### src/rtl/vga_fb_arbiter.sv
// Frame-RAM arbiter: beam-ahead pixel fetch with priority, queued writes drained in idle slots.
// Optional frame clear during vertical blank is built when VGA_FB_CLEAR_EN is defined.
module vga_fb_arbiter #(
    parameter int unsigned H_DISPLAY   = 640,
    parameter int unsigned V_DISPLAY   = 480,
    parameter int unsigned H_TOTAL     = 800,
    parameter int unsigned V_TOTAL     = 525,
    parameter int unsigned FB_W        = 160,
    parameter int unsigned FB_H        = 120,
    parameter int unsigned FIFO_DEPTH  = 4,
    parameter logic [11:0] CLEAR_COLOR = 12'h000
) (
    input  logic        clk,
    input  logic        rst_n,
    input  logic [9:0]  h,
    input  logic [9:0]  v,
    input  logic        wr_valid,
    output logic        wr_ready,
    input  logic [14:0] wr_addr,
    input  logic [11:0] wr_data,
    output logic        mem_en,
    output logic        mem_we,
    output logic [14:0] mem_addr,
    output logic [11:0] mem_wdata,
    input  logic [11:0] mem_rdata,
    output logic [11:0] rgb_pix,
    output logic        err_oob,
    input  logic        clear_req,
    output logic        clear_busy
);

    localparam int unsigned FB_SIZE = FB_W * FB_H;
    localparam int unsigned PW      = $clog2(FIFO_DEPTH);

    // Beam position two clocks ahead, wrapping across line and frame ends
    logic [10:0] h_sum;
    logic [9:0]  hn;
    logic [9:0]  line;
    logic        fetch;
    logic [14:0] fetch_addr;

    always_comb begin
        h_sum = {1'b0, h} + 11'd2;
        hn    = h_sum[9:0];
        line  = v;
        if (h_sum >= 11'(H_TOTAL)) begin
            hn   = 10'(h_sum - 11'(H_TOTAL));
            line = (v == 10'(V_TOTAL - 1)) ? 10'd0 : v + 10'd1;
        end
    end

    assign fetch      = (hn[1:0] == 2'b00) && (hn < 10'(H_DISPLAY)) && (line < 10'(V_DISPLAY));
    assign fetch_addr = 15'((32'(line >> 2) * FB_W) + 32'(hn >> 2));

    // Write queue
    logic [14:0] fifo_addr_q [FIFO_DEPTH];
    logic [11:0] fifo_data_q [FIFO_DEPTH];
    logic [PW-1:0] wptr_q, rptr_q;
    logic [PW:0]   count_q;
    logic full, empty, push, pop, head_ok;
    logic clear_active, clear_wr;
    logic [14:0] clr_addr;

    assign full     = (count_q == (PW + 1)'(FIFO_DEPTH));
    assign empty    = (count_q == '0);
    assign wr_ready = !full;
    assign push     = wr_valid && !full;
    assign pop      = !fetch && !empty && !clear_active;
    assign head_ok  = (fifo_addr_q[rptr_q] < 15'(FB_SIZE));

`ifdef VGA_FB_CLEAR_EN
    typedef enum logic [1:0] {ClrIdle, ClrWaitVb, ClrRun} clr_state_e;

    clr_state_e  clr_state_q;
    logic [14:0] clr_addr_q;
    logic        clr_busy_q;
    logic        clr_start;

    // The clear begins in the very cycle the blanking line is reached
    assign clr_start    = (clr_state_q == ClrWaitVb) && (v == 10'(V_DISPLAY)) && (h == 10'd0);
    assign clear_active = (clr_state_q == ClrRun) || clr_start;
    assign clear_wr     = clear_active && !fetch;
    assign clr_addr     = clr_addr_q;
    assign clear_busy   = clr_busy_q;

    always_ff @(posedge clk) begin
        if (!rst_n) begin
            clr_state_q <= ClrIdle;
            clr_addr_q  <= '0;
            clr_busy_q  <= 1'b0;
        end else begin
            case (clr_state_q)
                ClrIdle: begin
                    if (clear_req) begin
                        clr_state_q <= ClrWaitVb;
                        clr_busy_q  <= 1'b1;
                        clr_addr_q  <= '0;
                    end
                end
                ClrWaitVb: begin
                    if (clr_start) begin
                        clr_state_q <= ClrRun;
                        if (clear_wr) clr_addr_q <= clr_addr_q + 15'd1;
                    end
                end
                ClrRun: begin
                    if (clear_wr) begin
                        if (clr_addr_q == 15'(FB_SIZE - 1)) begin
                            clr_state_q <= ClrIdle;
                            clr_busy_q  <= 1'b0;
                            clr_addr_q  <= '0;
                        end else begin
                            clr_addr_q <= clr_addr_q + 15'd1;
                        end
                    end
                end
                default: begin
                    clr_state_q <= ClrIdle;
                    clr_busy_q  <= 1'b0;
                end
            endcase
        end
    end
`else
    logic unused_clear_req;

    assign unused_clear_req = clear_req;
    assign clear_active     = 1'b0;
    assign clear_wr         = 1'b0;
    assign clr_addr         = '0;
    assign clear_busy       = 1'b0;
`endif

    // RAM port: fetch first, then clear, then queued writes; gated off during reset
    always_comb begin
        mem_en    = 1'b0;
        mem_we    = 1'b0;
        mem_addr  = '0;
        mem_wdata = '0;
        if (fetch) begin
            mem_en   = 1'b1;
            mem_addr = fetch_addr;
        end else if (clear_wr) begin
            mem_en    = 1'b1;
            mem_we    = 1'b1;
            mem_addr  = clr_addr;
            mem_wdata = CLEAR_COLOR;
        end else if (pop && head_ok) begin
            mem_en    = 1'b1;
            mem_we    = 1'b1;
            mem_addr  = fifo_addr_q[rptr_q];
            mem_wdata = fifo_data_q[rptr_q];
        end
        if (!rst_n) begin
            mem_en = 1'b0;
            mem_we = 1'b0;
        end
    end

    always_ff @(posedge clk) begin
        if (push) begin
            fifo_addr_q[wptr_q] <= wr_addr;
            fifo_data_q[wptr_q] <= wr_data;
        end
    end

    logic fetch_q;

    always_ff @(posedge clk) begin
        if (!rst_n) begin
            wptr_q  <= '0;
            rptr_q  <= '0;
            count_q <= '0;
            rgb_pix <= '0;
            err_oob <= 1'b0;
            fetch_q <= 1'b0;
        end else begin
            fetch_q <= fetch;
            if (fetch_q) rgb_pix <= mem_rdata;
            if (push) begin
                wptr_q <= wptr_q + PW'(1);
                if (wr_addr >= 15'(FB_SIZE)) err_oob <= 1'b1;
            end
            if (pop) rptr_q <= rptr_q + PW'(1);
            case ({push, pop})
                2'b10:   count_q <= count_q + (PW + 1)'(1);
                2'b01:   count_q <= count_q - (PW + 1)'(1);
                default: count_q <= count_q;
            endcase
        end
    end

endmodule
### config.mk
export PLATFORM = sky130hd
export DESIGN_NAME = vga_fb_arbiter
export DESIGN_NICKNAME = d
export VERILOG_FILES = /design/src/rtl/vga_fb_arbiter.sv
export SDC_FILE = /design/constraint.sdc
export NUM_CORES = 1
export LEC_CHECK = 0
export ABC_AREA = 1
export BUFFER_PORTS_ARGS = -buffer_cell sky130_fd_sc_hd__buf_2
export CAP_MARGIN = 20
export CORE_UTILIZATION = 57
export DETAILED_ROUTE_END_ITERATION = 8
export HOLD_SLACK_MARGIN = 0.03
export PLACE_DENSITY = 0.8
export SYNTH_ARGS = -nofsm -noshare
export SYNTH_HDL_FRONTEND = slang
export SYNTH_SLANG_ARGS = --single-unit
### constraint.sdc
create_clock -name clk -period 8.7 [get_ports clk]
set_input_delay 1.74 -clock clk [delete_from_list [all_inputs] [get_ports clk]]
set_output_delay 1.74 -clock clk [all_outputs]
set_load 0.01 [all_outputs]
Yosys cells after proc, flatten, opt, wreduce, memory -nomap -nowiden
Memory sizes are Yosys's and may differ from the RTL's. A register that Yosys moved wholly into a read port is not among the register bits.
Index checks and enable logic that the tools add are counted.
{"block": "op_classes", "addsub": 8, "n_mul": 1, "n_lt_le_gt_ge": 5, "n_eq_ne": 4, "muxes": 19, "n_reduce_logical": 12}
{"operator": "$mux W10", "n": 3}
{"operator": "$mux W15", "n": 2}
{"operator": "$mux W12", "n": 2}
{"operator": "$add A15 B8 Y15", "n": 1}
{"operator": "$ge A15 B15 Y1 const B", "n": 1}
{"operator": "$lt A15 B15 Y1 const B", "n": 1}
{"operator": "$add A10 B2 Y11 const B", "n": 1}
{"operator": "$ge A11 B10 Y1 const B", "n": 1}
{"operator": "$add A10 B1 Y10 const B", "n": 1}
{"operator": "$eq A10 B10 Y1 const B", "n": 1}
{"operator": "$lt A10 B10 Y1 const B", "n": 1}
{"operator": "$lt A10 B9 Y1 const B", "n": 1}
{"operator": "$mul A8 B3 Y10 const B", "n": 1}
{"operator": "$sub A10 B10 Y10 const B", "n": 1}
{"operator": "$mux W2", "n": 4}
{"operator": "$mux W1", "n": 7}
{"operator": "$pmux W3 S2", "n": 1}
{"operator": "$logic_and A1 B1 Y1", "n": 5}
{"operator": "$add A2 B1 Y2 const B", "n": 2}
{"operator": "$add A3 B1 Y3 const B", "n": 1}
{"operator": "$eq A3 B3 Y1 const B", "n": 1}
{"operator": "$logic_not A1 Y1", "n": 3}
{"operator": "$logic_not A3 Y1", "n": 1}
{"operator": "$sub A3 B1 Y3 const B", "n": 1}
{"operator": "other kinds (5)", "n": 5}
{"block": "word_totals", "reg_bits": 21, "ram_bits": 108, "elab_cells": 57, "mem_count": 2}
{"name": "fifo_addr_q", "depth": 4, "word_bits": 15, "rd": 1, "rd_clocked_by_memory_dff": 1, "wr": 1, "line": "56", "source": "logic [14:0] fifo_addr_q [FIFO_DEPTH];"}
{"name": "fifo_data_q", "depth": 4, "word_bits": 12, "rd": 1, "rd_clocked_by_memory_dff": 1, "wr": 1, "line": "57", "source": "logic [11:0] fifo_data_q [FIFO_DEPTH];"}

Depth between registers and ports, before layout
Gate-level depths: netlist of run 1.
{"block": "logic_depth", "depth_word": 12, "ltp_mapped": 31, "depth_no_buf": 30}

Worst setup path after synthesis of run 1
Ideal clock, no wire load.
{"block": "synth_timing", "kind": "input -> output", "from": "input port h[1]", "to": "output port mem_addr[14]", "arrival_ns": 5.803, "setup_slack_ns": 1.157, "path_stages": 28, "n_path_buf": 1, "cell_sequence": "ha_1 -> nand3_2 -> xnor2_1 -> inv_1 -> ha_1 -> inv_1 -> nand2_1 -> nor2_1 -> nor2_4 -> nand2_4 -> buf_6 -> nand3_1 -> nor2_1 -> nor2_1 -> or3_1 -> inv_1 -> ha_1 -> ha_1 -> inv_1 -> fa_1 -> nor2_1 -> nand2_1 -> nor3_1 -> nand3_1 -> or2_2 -> nand3_1 -> nand3_1 -> nand2_1"}
{"block": "synth_via", "elab_chain_len": 11, "word_cells_on_any_way": 17, "classes_between": "add/sub: 3; mul: 1; order compare: 3; mux: 4; reduce/logical: 6"}
{"element": "start: declaration", "line": "15", "source": "input logic [9:0] h,"}
{"element": "$add A10 B2 Y11 *", "line": "43", "source": "h_sum = {1'b0, h} + 11'd2;"}
{"element": "parallel branches: the longest is 9 deep, another holds $add A15 B8 Y15"}
{"element": "$mux W15 *", "line": "140", "source": "if (fetch) begin"}
{"element": "end: declaration", "line": "23", "source": "output logic [14:0] mem_addr,"}
Every way passes the cells marked *.

Worst setup path in the final report of run 1
Ends and elaborated chain as after synthesis.

==> reports/qor.yml, run 1 <==
p_total_mw: 2.26
die_y_um: 110
power.switching_uw: 837
synth.avg_cell_area_um2: 9.79
finalClockSkew_ns: 0.00807
outcome: "finished clean"
holdWs_ns: 0.476
rsz0062_at_grt: "false"
cp_max_fo: 13
vdd_drop_max_mv: 0.230
worst-endpoint-required_ns: 6.96
maxSlewViolCount: 0
initial_core_util_pct: 58.4
sequentialPowerShare_pct: 36.2
clkTransAtPathRegs_ns: 0.05
yosysWarnings: 0
fmax_mhz: 122
cts_setup_buffers: 0
cts_buffers: 17
syn-num-nets: 766
clock_latency_ns: 0.42
netlist-cell-type-count: 42
min_period_over_period_pct: 94.1
critPathMaxStageDelay_ns: 0.46
num_rows: 39
gp_congestion: 1.02
area_growth_syn_to_layout_pct: 17.8
cts_root_buf: "clkbuf_16"
postRouteAntennaNets: 0
synth_area_mm2: 0.00664
power_frac_comb_pct: 34.4
fin_nets: 867
wire_per_inst_um: 15.2
startpoint_type: "input port"
dieArea_mm2: 0.0121
gr-usage-all-layers_pct: 24.7
yosysSeqAreaShare_pct: 55.8
drt_wl_total_mm: 14.2
fin_cells: 936
grt_antenna_before_repair: 1
crit_path_top_delay_cell: "fa_1"
cpMostUsedCell: "nand2_1"
viasPerCell: 5.56
core_area_mm2: 0.0114
setup_viol: 0
hpwlAfterDp_mm: 9.25
synthCells: 678
grt_start_max_net_pins: 56
drtIter0Drc: 547
swShare_pct: 37.1
timing_worst_slew_pin_value_ns: 1.02
grt_pass1_vias: 4961
port_buffers: 104
htreeDepth: 4
placed_cells: 903
drv_cap: 0
grt_overflow: 0
ios: 107
grt_pass1_wl_mm: 22.3
clockBufferDepth: 2
crit_path_end_kind: "output pin"
intPower_mw: 1.42
drcViolationCount: 0
first_pass_iters: 5
tns_ns: 0
max-slew-margin-rel_pct: 31.7
crit_arrival_ns: 6.45
synth_flop_cell: "edfxtp_1"
hold_path_class: "register to register"
p_leak_nw: 3.35
vias: 5204
criticalPathCategory: "input port to output pin"
hold_violations: 0
power.share.clock_pct: 29.3
drive_gt1_share_pct: 23.4
synth_edf_count: 108
ys_seq_elements: 131
cts_sinks: 131
min_period_ns: 8.19
cts_tree: "done"
power_density_mw_per_mm2: 289
async_reset_ff_share_pct: 0
die_x_um: 110
[kinds of logic after synthesis]
logic type               Yosys count  synth area share [%]
AO/OA/AOI/OAI                    116                  10.4
XOR/XNOR                          15                  1.98
adder cells (fa/ha/maj)           25                  5.05
buffers and inverters             89                  5.62
flip-flops                       131                  55.8
other                              1                0.0565
AND/OR/NAND/NOR                  301                  21.1
[Yosys cell counts, types with 2 or more instances]
| library cell | count | area share, % |
|---|---|---|
| ha_1 | 22 | 4.1 |
| buf_1 | 3 | 0.17 |
| inv_1 | 55 | 3.1 |
| a32o_1 | 12 | 1.8 |
| nand3_1 | 19 | 1.4 |
| fa_1 | 3 | 0.91 |
| nand4_1 | 18 | 1.7 |
| o21ai_0 | 53 | 4.0 |
| inv_2 | 4 | 0.23 |
| edfxtp_1 | 108 | 49 |
| o22ai_1 | 14 | 1.3 |
| nor2_2 | 4 | 0.38 |
| clkbuf_1 | 17 | 0.96 |
| a21oi_1 | 29 | 2.2 |
| nand2_1 | 135 | 7.6 |
| nor2_4 | 12 | 2.0 |
| nor3_1 | 6 | 0.45 |
| nand3_2 | 2 | 0.30 |
| a21o_1 | 2 | 0.23 |
| nor2_1 | 86 | 4.9 |
| xor2_1 | 9 | 1.2 |
| dfxtp_1 | 23 | 6.9 |
| nand2_4 | 2 | 0.34 |
| nand3_4 | 2 | 0.53 |
| clkinv_1 | 2 | 0.11 |
| nand2_2 | 10 | 0.94 |
| nor4_1 | 2 | 0.19 |
| buf_2 | 3 | 0.23 |
| xnor2_1 | 6 | 0.79 |
| buf_4 | 3 | 0.34 |
[power by group through the flow]
stage	clock, mW	sequential, mW	combinational, mW
floorplan	0	0.787	0.587
global placement	0	0.824	0.742
CTS	0.671	0.816	0.773
finish	0.662	0.817	0.777
global route	0.696	0.828	0.865
detailed placement	0	0.829	0.766
[per-layer routing]
| metal | part of all wire [%] | wire, µm | up-vias | GRT usage, % |
|---|---|---|---|---|
| met2 | 50 | 7150 | 211 | 41.3 |
| met3 | 7.1 | 1010 | 22 | 7.23 |
| met5 | 0 | 0 | - | 0 |
| met4 | 1.7 | 248 | 0 | 10.4 |
| li1 | - | - | 2532 | - |
| met1 | 41 | 5840 | 2439 | 29.9 |
[flip-flops by register name (all words and copies together), names as in the netlist, named ones only]
name and count:
fifo_addr_q 60, fetch_q 1, rptr_q 2, fifo_data_q 48, wptr_q 2, err_oob 1, count_q 3, rgb_pix 12
[worst paths after layout]
kind,start,to,slack (ns),cells after the start
worst max-delay path,h[1],mem_addr[14],0.51,30
worst min-delay path,err_oob,err_oob,0.48,2
worst max register to register,count_q[2],count_q[1],6.28,10
worst min register to register,err_oob,err_oob,0.48,2
[cell type report]
type | instances | area, µm²
Clock inverter | 15 | 131
Fill cell | 808 | 3560
Multi-Input combinational cell | 458 | 2580
Antenna cell | 1 | 2.50
Tap cell | 143 | 179
Clock buffer | 17 | 425
Sequential cell | 131 | 3700
Inverter | 61 | 229
Timing Repair Buffer | 110 | 566
[worst max-delay path, delay by kind of cell]
family | cells | cell delay, ns
buf+inv | 6 | 0.65
xor+xnor | 1 | 0.24
simple gates | 18 | 2.39
fa+ha+maj | 5 | 1.41
[cells in the final DEF, fill, tap and decap left out, types with 14 or more instances in the layout]
cell type    n
nand2_1    135
edfxtp_1   108
buf_2      104
nor2_1      82
inv_1       55
o21ai_0     53
a21oi_1     29
ha_1        22
dfxtp_1     22
nand3_1     19
nand4_1     18
clkbuf_16   17
o22ai_1     14
[stage by stage]
stage	worst slack, ns	utilization, %	cell area [µm²]
global route	0.0910	68.7	7810
detailed placement	0.493	63.7	7250
floorplan	1.16	-	6640
finish	0.511	68.7	7810
global placement	0.568	63.7	7250
CTS	0.451	68.6	7800
[timing repair]
item / 4_1_cts / 5_1_grt
hold buffers: 0 / 0
setup endpoints to repair: 0 / 1
resized for setup: 0 / 1
No activity file was read; power rests on OpenSTA's default activity.
==> run 2, diff against run 1 <==
--- a/config.mk
+++ b/config.mk
@@ -7,3 +7,2 @@
 export LEC_CHECK = 0
-export ABC_AREA = 1
 export BUFFER_PORTS_ARGS = -buffer_cell sky130_fd_sc_hd__buf_2
@@ -13,3 +12,3 @@
 export HOLD_SLACK_MARGIN = 0.03
-export PLACE_DENSITY = 0.8
+export PLACE_DENSITY = 0.81
 export SYNTH_ARGS = -nofsm -noshare
--- a/constraint.sdc
+++ b/constraint.sdc
@@ -3,2 +3,2 @@
 set_output_delay 1.74 -clock clk [all_outputs]
-set_load 0.01 [all_outputs]
+set_load 0.02 [all_outputs]
==> run 2 against run 1 <==
  * Non-clock buffer count stayed put
  * Fmax is 3.3% higher
  * Synthesized cell count fell by 33%
  * Critical path type unchanged
  * First-iteration DRC count decreased by 39%
  * Core utilization rose by 1.2 points
  * Final cell count fell by 24%
  * Register-to-register slack better by 0.05 ns
  * Flip-flop and latch count stayed put
==> reports/qor.yml, run 2 <==
cp_cell_sequence: "buf_2 > ha_1 > nand3_2 > xor2_2 > ha_1 > nand3b_1 > o21ai_2 > inv_1 > nand2_1 > o21ai_0 > ha_1 > ha_1 > inv_1 > fa_1 > nor3b_1 > and3_1 > nand3_1 > xnor2_1 > mux2i_1 > buf_2"
worst-endpoint-required_ns: 6.96
async_reset_ff_share_pct: 0
htreeDepth: 4
gr-usage-all-layers_pct: 24.0
netlist_top_cells_count: "edfxtp_1, nand2_1, mux4_2, mux2i_1, dfxtp_1"
drt_wl_total_mm: 13.2
hold_path_class: "register to register"
ys_seq_elements: 131
hold_violations: 0
viasPerCell: 5.88
synth.avg_cell_area_um2: 14.3
synth_edf_count: 108
setup_viol: 0
cp_max_fo: 9
largest_reg_flops: 60
criticalPathCategory: "input port to output pin"
fmax_mhz: 126
tns_ns: 0
drtIter0Drc: 336
layout_common_cells: "edfxtp_1, buf_2, nand2_1"
area_growth_syn_to_layout_pct: 18.2
synth_flop_cell: "edfxtp_1"
regMostFlops: "fifo_addr_q"
layout_commonest_cell: "edfxtp_1"
min_from: "err_oob"
synth_area_mm2: 0.00650
vdd_drop_max_mv: 0.187
placed_cells: 684
yosysMostFrequentCell: "edfxtp_1"
clock_latency_ns: 0.40
fin_nets: 652
power_frac_comb_pct: 32.1
yosysWarnings: 0
cts_buffers: 17
num_rows: 38
crit_family: "adder cells"
min_period_over_period_pct: 91.1
critPathMaxStageDelay_ns: 0.47
yosysSeqAreaShare_pct: 57.0
hpwlAfterDp_mm: 8.66
dieArea_mm2: 0.0118
netlist-cell-type-count: 63
timing_worst_slew_pin_value_ns: 0.944
clkTransAtPathRegs_ns: 0.05
ios: 107
reg_top3: "fifo_addr_q x60, fifo_data_q x48, rgb_pix x12"
swShare_pct: 31.3
gp_congestion: 0.794
synth_top_area_cell: "edfxtp_1"
die_y_um: 109
cts_tree: "done"
clockBufferDepth: 2
grt_start_max_net_pins: 31
maxSlewViolCount: 0
first_pass_iters: 4
cpMostUsedCell: "ha_1"
crit_path_end_kind: "output pin"
sequentialPowerShare_pct: 38.2
die_x_um: 109
postRouteAntennaNets: 0
drv_cap: 0
drive_gt1_share_pct: 30.4
fillers: 734
core_area_mm2: 0.0110
wire_per_inst_um: 18.4
power.share.clock_pct: 29.7
hold_buffers: 0
synthCells: 454
p_leak_nw: 2.94
cts_setup_buffers: 0
outcome: "finished clean"
crit_path_top_delay_cell: "fa_1"
grt_pass1_wl_mm: 20.8
cts_resized: 0
rsz0062_at_grt: "false"
drcViolationCount: 0
finalClockSkew_ns: 0.00867
min_period_ns: 7.93
power.switching_uw: 671
syn-num-nets: 542
startpoint_type: "input port"
vias: 4208
cts_root_buf: "clkbuf_16"
intPower_mw: 1.47
synth_top_area_share_pct: 49.9
grt_overflow: 0
cts_sinks: 131
initial_core_util_pct: 59.2
grt_antenna_before_repair: 1
crit_arrival_ns: 6.19
max-slew-margin-rel_pct: 37.0
power_density_mw_per_mm2: 279
cp-startpoint: "h[1]"
fin_cells: 716
grt_pass1_vias: 4144
path_buf_inv: 4
port_buffers: 104
ys_top_cells_by_area: "edfxtp_1, mux4_2, dfxtp_1, ha_1, mux2i_1"
reg2reg_from: "count_q[0]"
-- run 2: cell families after synthesis --
group,synth area share (%)
AOI/OAI and AO/OA,5.98
and+or+nand+nor,11.4
DFF,57.0
muxes,14.2
other,0.0577
buffers and inverters,2.29
xor gates and xnor gates,3.89
adders and majority gates,5.16
-- run 2: area by class of cell --
type	count	area (µm²)	area share, %
flip-flops and latches	131	3700	48.2
multi-input cells	291	2650	34.5
repair buffers	110	573	7.46
clock buffers	21	440	5.73
well taps	140	175	2.28
clock inverters	9	90.1	1.17
inverters	13	48.8	0.635
diodes	1	2.50	0.0326
-- run 2: metrics by stage --
stage	area (µm²)	total power [mW]	setup WS, ns	hold WS [ns]	util [%]
floorplan	6500	1.30	1.41	0.445	-
global placement	7140	1.48	0.868	0.448	65.0
detailed placement	7140	1.50	0.783	0.452	65.0
CTS	7670	2.15	0.765	0.465	69.8
global route	7680	2.25	0.379	0.503	70.0
finish	7680	2.14	0.774	0.461	70.0
-- run 2: power by group through the flow --
stage / combinational, mW / clock, mW / sequential, mW
2_1_floorplan: 0.512 / 0 / 0.788
3_3_place_gp: 0.656 / 0 / 0.826
3_5_place_dp: 0.669 / 0 / 0.832
4_1_cts: 0.677 / 0.649 / 0.822
5_1_grt: 0.740 / 0.675 / 0.831
6_report: 0.687 / 0.637 / 0.818
-- run 2: worst paths after layout --
check | endpoint | slack (ns) | depth (start not counted)
max | mem_addr[14] | 0.77 | 20
min | err_oob | 0.46 | 1
max reg2reg | count_q[2] | 6.33 | 10
min reg2reg | err_oob | 0.46 | 1
-- run 2: per-layer routing --
layer,GRT usage [%],vias up,share of wire [%]
met5,0,-,0
met2,40.8,149,50
li1,-,1964,-
met4,9.75,0,1.5
met3,5.08,19,6.7
met1,29.9,2076,42
-- run 2: worst reg2reg max path, delay by kind of cell, from the launching register on --
family,cells,cell delay (ns)
adders and majority gates,2,0.57
AOI/OAI and AO/OA,1,0.20
buffers and inverters,3,0.27
and+or+nand+nor,3,0.75
DFF,1,0.35
xor gates and xnor gates,1,0.16
